File: src/rtl/uart_tx_arbiter.sv
// Round-robin, packet-locked arbiter sharing one UART transmitter write port among NUM_REQ byte streams.
// Optional build macro UART_TX_ARB_TAG_EN prefixes every packet with its requester index in ASCII.
module uart_tx_arbiter #(
  parameter int unsigned NUM_REQ       = 4,
  parameter int unsigned BUSY_WAIT_CYC = 4
) (
  input  logic                   i_clk,
  input  logic                   i_rstn,
  input  logic [NUM_REQ-1:0]     i_req_valid,
  input  logic [NUM_REQ*8-1:0]   i_req_data,
  input  logic [NUM_REQ-1:0]     i_req_last,
  output logic [NUM_REQ-1:0]     o_req_ready,
  output logic                   o_uart_wr,
  output logic [7:0]             o_uart_data,
  input  logic                   i_uart_busy,
  output logic [NUM_REQ-1:0]     o_grant,
  output logic                   o_active
);

  localparam int unsigned IDX_W = $clog2(NUM_REQ);
  localparam int unsigned CNT_W = 8;

  typedef enum logic [2:0] {
    S_IDLE      = 3'd0,
    S_FETCH     = 3'd1,
    S_ISSUE     = 3'd2,
    S_WAIT_BUSY = 3'd3,
    S_WAIT_DONE = 3'd4
`ifdef UART_TX_ARB_TAG_EN
    , S_TAG     = 3'd5
`endif
  } state_t;

  state_t               state_q;
  logic [IDX_W-1:0]     idx_q;
  logic [IDX_W-1:0]     ptr_q;
  logic                 last_q;
  logic [CNT_W-1:0]     cnt_q;

  logic                 arb_found;
  logic [IDX_W-1:0]     arb_idx;
  logic [IDX_W-1:0]     cand;

  // First valid requester at or above the pointer, wrapping around.
  always_comb begin
    arb_found = 1'b0;
    arb_idx   = ptr_q;
    cand      = '0;
    for (int unsigned k = 0; k < NUM_REQ; k++) begin
      cand = IDX_W'((32'(ptr_q) + k) % NUM_REQ);
      if (!arb_found && i_req_valid[cand]) begin
        arb_found = 1'b1;
        arb_idx   = cand;
      end
    end
  end

  assign o_req_ready = (state_q == S_FETCH) ? o_grant : '0;
  assign o_active    = (state_q != S_IDLE);

  always_ff @(posedge i_clk or negedge i_rstn) begin
    if (!i_rstn) begin
      state_q     <= S_IDLE;
      idx_q       <= '0;
      ptr_q       <= '0;
      last_q      <= 1'b0;
      cnt_q       <= '0;
      o_uart_wr   <= 1'b0;
      o_uart_data <= 8'h00;
      o_grant     <= '0;
    end else begin
      o_uart_wr <= 1'b0;
      case (state_q)
        S_IDLE: begin
          if (arb_found && !i_uart_busy) begin
            idx_q   <= arb_idx;
            o_grant <= NUM_REQ'(1'b1) << arb_idx;
`ifdef UART_TX_ARB_TAG_EN
            state_q <= S_TAG;
`else
            state_q <= S_FETCH;
`endif
          end
        end
`ifdef UART_TX_ARB_TAG_EN
        // Tag byte is never the end of a packet.
        S_TAG: begin
          o_uart_data <= 8'h30 + 8'(idx_q);
          last_q      <= 1'b0;
          o_uart_wr   <= 1'b1;
          state_q     <= S_ISSUE;
        end
`endif
        S_FETCH: begin
          if (i_req_valid[idx_q]) begin
            o_uart_data <= i_req_data[{idx_q, 3'b000} +: 8];
            last_q      <= i_req_last[idx_q];
            o_uart_wr   <= 1'b1;
            state_q     <= S_ISSUE;
          end
        end
        S_ISSUE: begin
          cnt_q   <= '0;
          state_q <= S_WAIT_BUSY;
        end
        // Give up waiting for busy after BUSY_WAIT_CYC idle cycles: byte already gone.
        S_WAIT_BUSY: begin
          if (i_uart_busy) begin
            state_q <= S_WAIT_DONE;
          end else begin
            cnt_q <= cnt_q + 1'b1;
            if ((32'(cnt_q) + 32'd1) >= BUSY_WAIT_CYC) begin
              state_q <= S_WAIT_DONE;
            end
          end
        end
        S_WAIT_DONE: begin
          if (!i_uart_busy) begin
            if (last_q) begin
              ptr_q   <= (32'(idx_q) == (NUM_REQ - 1)) ? '0 : idx_q + 1'b1;
              o_grant <= '0;
              state_q <= S_IDLE;
            end else begin
              state_q <= S_FETCH;
            end
          end
        end
        default: state_q <= S_IDLE;
      endcase
    end
  end

endmodule
File: config.mk
export PLATFORM = sky130hd
export DESIGN_NAME = uart_tx_arbiter
export DESIGN_NICKNAME = d
export VERILOG_FILES = /design/src/rtl/uart_tx_arbiter.sv
export SDC_FILE = /design/constraint.sdc
export NUM_CORES = 1
export LEC_CHECK = 0
export ABC_CLOCK_PERIOD_IN_PS = 1940
export BUFFER_PORTS_ARGS = -buffer_cell sky130_fd_sc_hd__buf_2
export CORE_MARGIN = 2
export CORE_UTILIZATION = 40
export CTS_CLUSTER_DIAMETER = 60
export DETAILED_ROUTE_END_ITERATION = 6
export PLACE_DENSITY = 0.66
export SYNTH_ARGS = -nofsm -noshare
export SYNTH_HDL_FRONTEND = slang
export SYNTH_SLANG_ARGS = --single-unit
File: constraint.sdc
create_clock -name i_clk -period 1.94 [get_ports i_clk]
set_input_delay 0.388 -clock i_clk [delete_from_list [all_inputs] [get_ports i_clk]]
set_output_delay 0.388 -clock i_clk [all_outputs]
set_load 0.02 [all_outputs]
==> summary.md <==
| Metric | Value |
|---|---|
| Status | `complete, but fails checks` |
| Violated checks | `negative setup slack` |
| Finished Layout Cells | `approximately 300` |
| H-tree depth | `2` |
| Post-synthesis cell type count | `40` |
| Synth Flop Type | `dfrtp_1` |
| Top sig layer | `met4` |
| Final Cell Area | `approximately 2400 um2` |
| Detailed Route WL | `around 4200 um` |
| Post-route ant nets | `0` |
| R2R cell count | `6` |
| Die area | `between 4000 and 5000 um2` |
| Yosys reg bits | `29` |
| Async S/R FF share, synth | `1.000` |
| Sw Ratio | `0.3863` |
| FMAX | `about 500 MHz` |
| Starting Density | `0.4219` |
| Post-DP Area | `roughly 2200 um2` |
| Core Rows | `23` |
| Slew headroom | `0.5662` |
| Initial antenna violation count | `0` |
| Pin count of the biggest net entering global routing | `30` |
| Pre-Repair DR Iteration Count | `4` |
| Internal | `between 2000 and 2500 uW` |
| Clk_lat worst skew | `roughly 0.29 ns` |
| RSZ-0062 raised after global routing | `true` |
| Final hold viol count | `0` |
| Clk root buf | `clkbuf_8` |
| Post-synth net total | `between 200 and 250` |
| Area Growth Syn to Fin | `37.45%` |
| Vias/cell | `roughly 5.4` |
| CP required | `about 2.1 ns` |
| Cells after DPL | `284` |
| Placeable Area | `between 4000 and 5000 um2` |
| Count of flip-flops with a built-in enable after synthesis | `0` |
| LEAKAGE | `approximately 0.0011 uW` |
| Die X | `~70 um` |
| Vias | `around 1600` |
| Hold/Removal Path Class | `primary input to asynchronous set/reset pin` |
| Seq pwr share | `0.304` |
| CTS max path bufs | `2` |
| Crit. End Element | `register` |
| CTS tree | `yes` |
| Dpl hpwl | `about 3100 um` |
| Combinational Power Share | `0.548` |
| First-pass GRT wire length | `~7300 um` |
| Met3 Wirelength | `between 200 and 300 um` |
| Area leader, netlist | `dfrtp_1` |
| Vias in the first global route | `approximately 1600` |
| Synthesized cell area | `between 1500 and 2000 um2` |
| Syn_area_per_cell | `roughly 11 um2` |
| Met1 WL | `~1800 um` |
| Clock Sinks | `29` |
| P per Cell Area | `1387 nW/um2` |
| IO Count | `61` |
| Clk pwr share | `0.148` |
| Final Critical Period | `between 2 and 2.5 ns` |
| GPL Wtd Cong | `a little over 0.8` |
| Worst Skew | `about 0.0049 ns` |
| Final setup viols | `2` |
| Drt wl/cell | `~14 um` |
| Critical Path Source Type | `register` |
| Reg clk slew, reported paths | `roughly 0.07 ns` |
| Inserted Diodes | `0` |
| CP Max Fanout | `3` |
| Worst EP arrival | `2.19 ns` |
| Synth top area share | `0.4209` |
| Period Utilization, post-route | `1.040` |
| Number of remaining DRC errors | `0` |
| Share of cells above drive strength 1 | `0.4980` |
| GRT Residual Overflow | `0` |
| IO Port Bufs | `60` |
| DP Worst Slack | `-0.1200 ns` |
| R2R Setup Slk | `-0.08 ns` |
| Cell count after synthesis | `163` |
| Synth warnings | `0` |
| Top post-synthesis cells by area | `dfrtp_1, mux4_2, mux2_2` |
| GRT Overall Usage | `0.1856` |
| CP Class | `register to register` |
| Least-Margin Pin Slew | `between 0.6 and 0.7 ns` |
| Max Cap Viol | `0` |
| Drt initial violations | `between 70 and 80` |
| TNS Setup | `-0.1196 ns` |
| Seq/Total Area, Yosys | `0.4209` |
| VDD IR max | `about 0.63 mV` |
| Final setup margin | `-0.07727 ns` |
| Psw | `around 1300 uW` |
| Final net count | `slightly below 300` |
| Total CTS buffers | `5` |
| Die height | `roughly 70 um` |
| Max-slew violations | `0` |
| WL met2 | `2022 um` |
## power groups by stage
stage | clock network, uW | registers (uW) | logic (uW)
finish | 486 | 999 | 1800
global route | 524 | 1040 | 1970
CTS | 497 | 999 | 1740
detailed placement | 0 | 1010 | 1680
global placement | 0 | 1010 | 1650
floorplan | 0 | 1150 | 954
## metal layers
metal,vias up,track usage
met5,-,0
met4,0,0.04487
met3,3,0.05233
met2,56,0.3120
met1,762,0.2379
li1,773,-
## final timing paths
path | start | end
worst min-delay path | i_rstn | cnt_q[6]
worst max register to register | cnt_q[0] | state_q[2]
worst min register to register | o_uart_data[7] | o_uart_data[7]
max in group asynchronous | i_rstn | o_uart_data[6]
worst max-delay path | cnt_q[0] | state_q[2]
min in group i_clk | i_uart_busy | state_q[2]
## cell usage in the layout, fill, tap and decap left out, types with 2 or more instances in the layout
master / count
and2_1: 4
nor4_1: 2
mux4_2: 10
nor2b_1: 2
buf_2: 58
clkbuf_8: 5
and3_1: 2
or3_1: 2
dfrtp_1: 29
a31oi_1: 2
clkinv_2: 2
o31ai_1: 2
buf_4: 24
inv_1: 6
o21ai_0: 15
a22o_1: 3
nand4_1: 3
nor2_1: 5
mux2_2: 12
o21a_1: 2
nand2b_1: 2
nand3b_1: 2
a21oi_1: 7
nor3_1: 4
nand3_1: 3
nand2_1: 18
## critical path, stage by stage (launching register included)
cell and delay [ns]:
dfrtp_1 0.39, buf_4 0.13, nand3_2 0.08, or4b_4 0.51, o311a_1 0.14, or4_4 0.51
a21boi_1 0.15
## synthesized netlist by cell type (3+ instances only)
cell / number
dfrtp_1: 29
nand2_1: 18
o21ai_0: 16
mux2_2: 12
mux4_2: 10
a21oi_1: 7
inv_1: 6
clkbuf_1: 5
nor2_1: 5
and2_1: 4
nor3_1: 4
a22o_1: 3
nand3_1: 3
nand4_1: 3
or3_1: 3
## metrics by stage
stage | utilization | hold slack [ns] | total power [uW]
2_1_floorplan | - | 0.09241 | 2108
3_3_place_gp | 0.5413 | 0.4633 | 2655
5_1_grt | 0.5799 | 0.1849 | 3541
3_5_place_dp | 0.5413 | 0.4576 | 2693
4_1_cts | 0.5695 | 0.1552 | 3234
6_report | 0.5799 | 0.1250 | 3287
## cells by family after synthesis
family / count (synthesis) / synth area share
adders and majority gates: 2 / 0.01451
xor gates and xnor gates: 1 / 0.005081
muxes: 22 / 0.2090
buffers and inverters: 14 / 0.03193
and+or+nand+nor: 57 / 0.1807
DFF: 29 / 0.4209
AOI/OAI and AO/OA: 38 / 0.1379
## cell type report
type                       count  area [um2]
fill                         379        1717
multi-input combinational    120       974.7
sequential                    29       725.7
timing repair buffer          84       501.7
clock buffer                   6       72.57
tap                           50       62.56
inverter                       6       22.52
clock inverter                 2       10.01
## flip-flops by register name (all words and copies together) (netlist names)
register,cells
last_q,1
o_uart_data,8
o_grant,4
cnt_q,8
idx_q,2
state_q,3
o_uart_wr,1
ptr_q,2
## timing repair
action / CTS / global route
gates resized for setup: 2 / 8
setup buffers: 3 / 2
pin swaps: 3 / 0
hold buffers: 0 / 0
cloned: 0 / 0
endpoints found under the hold margin: 0 / 0
endpoints found under the setup margin: 7 / 7
(Power assumes the default switching activity.)
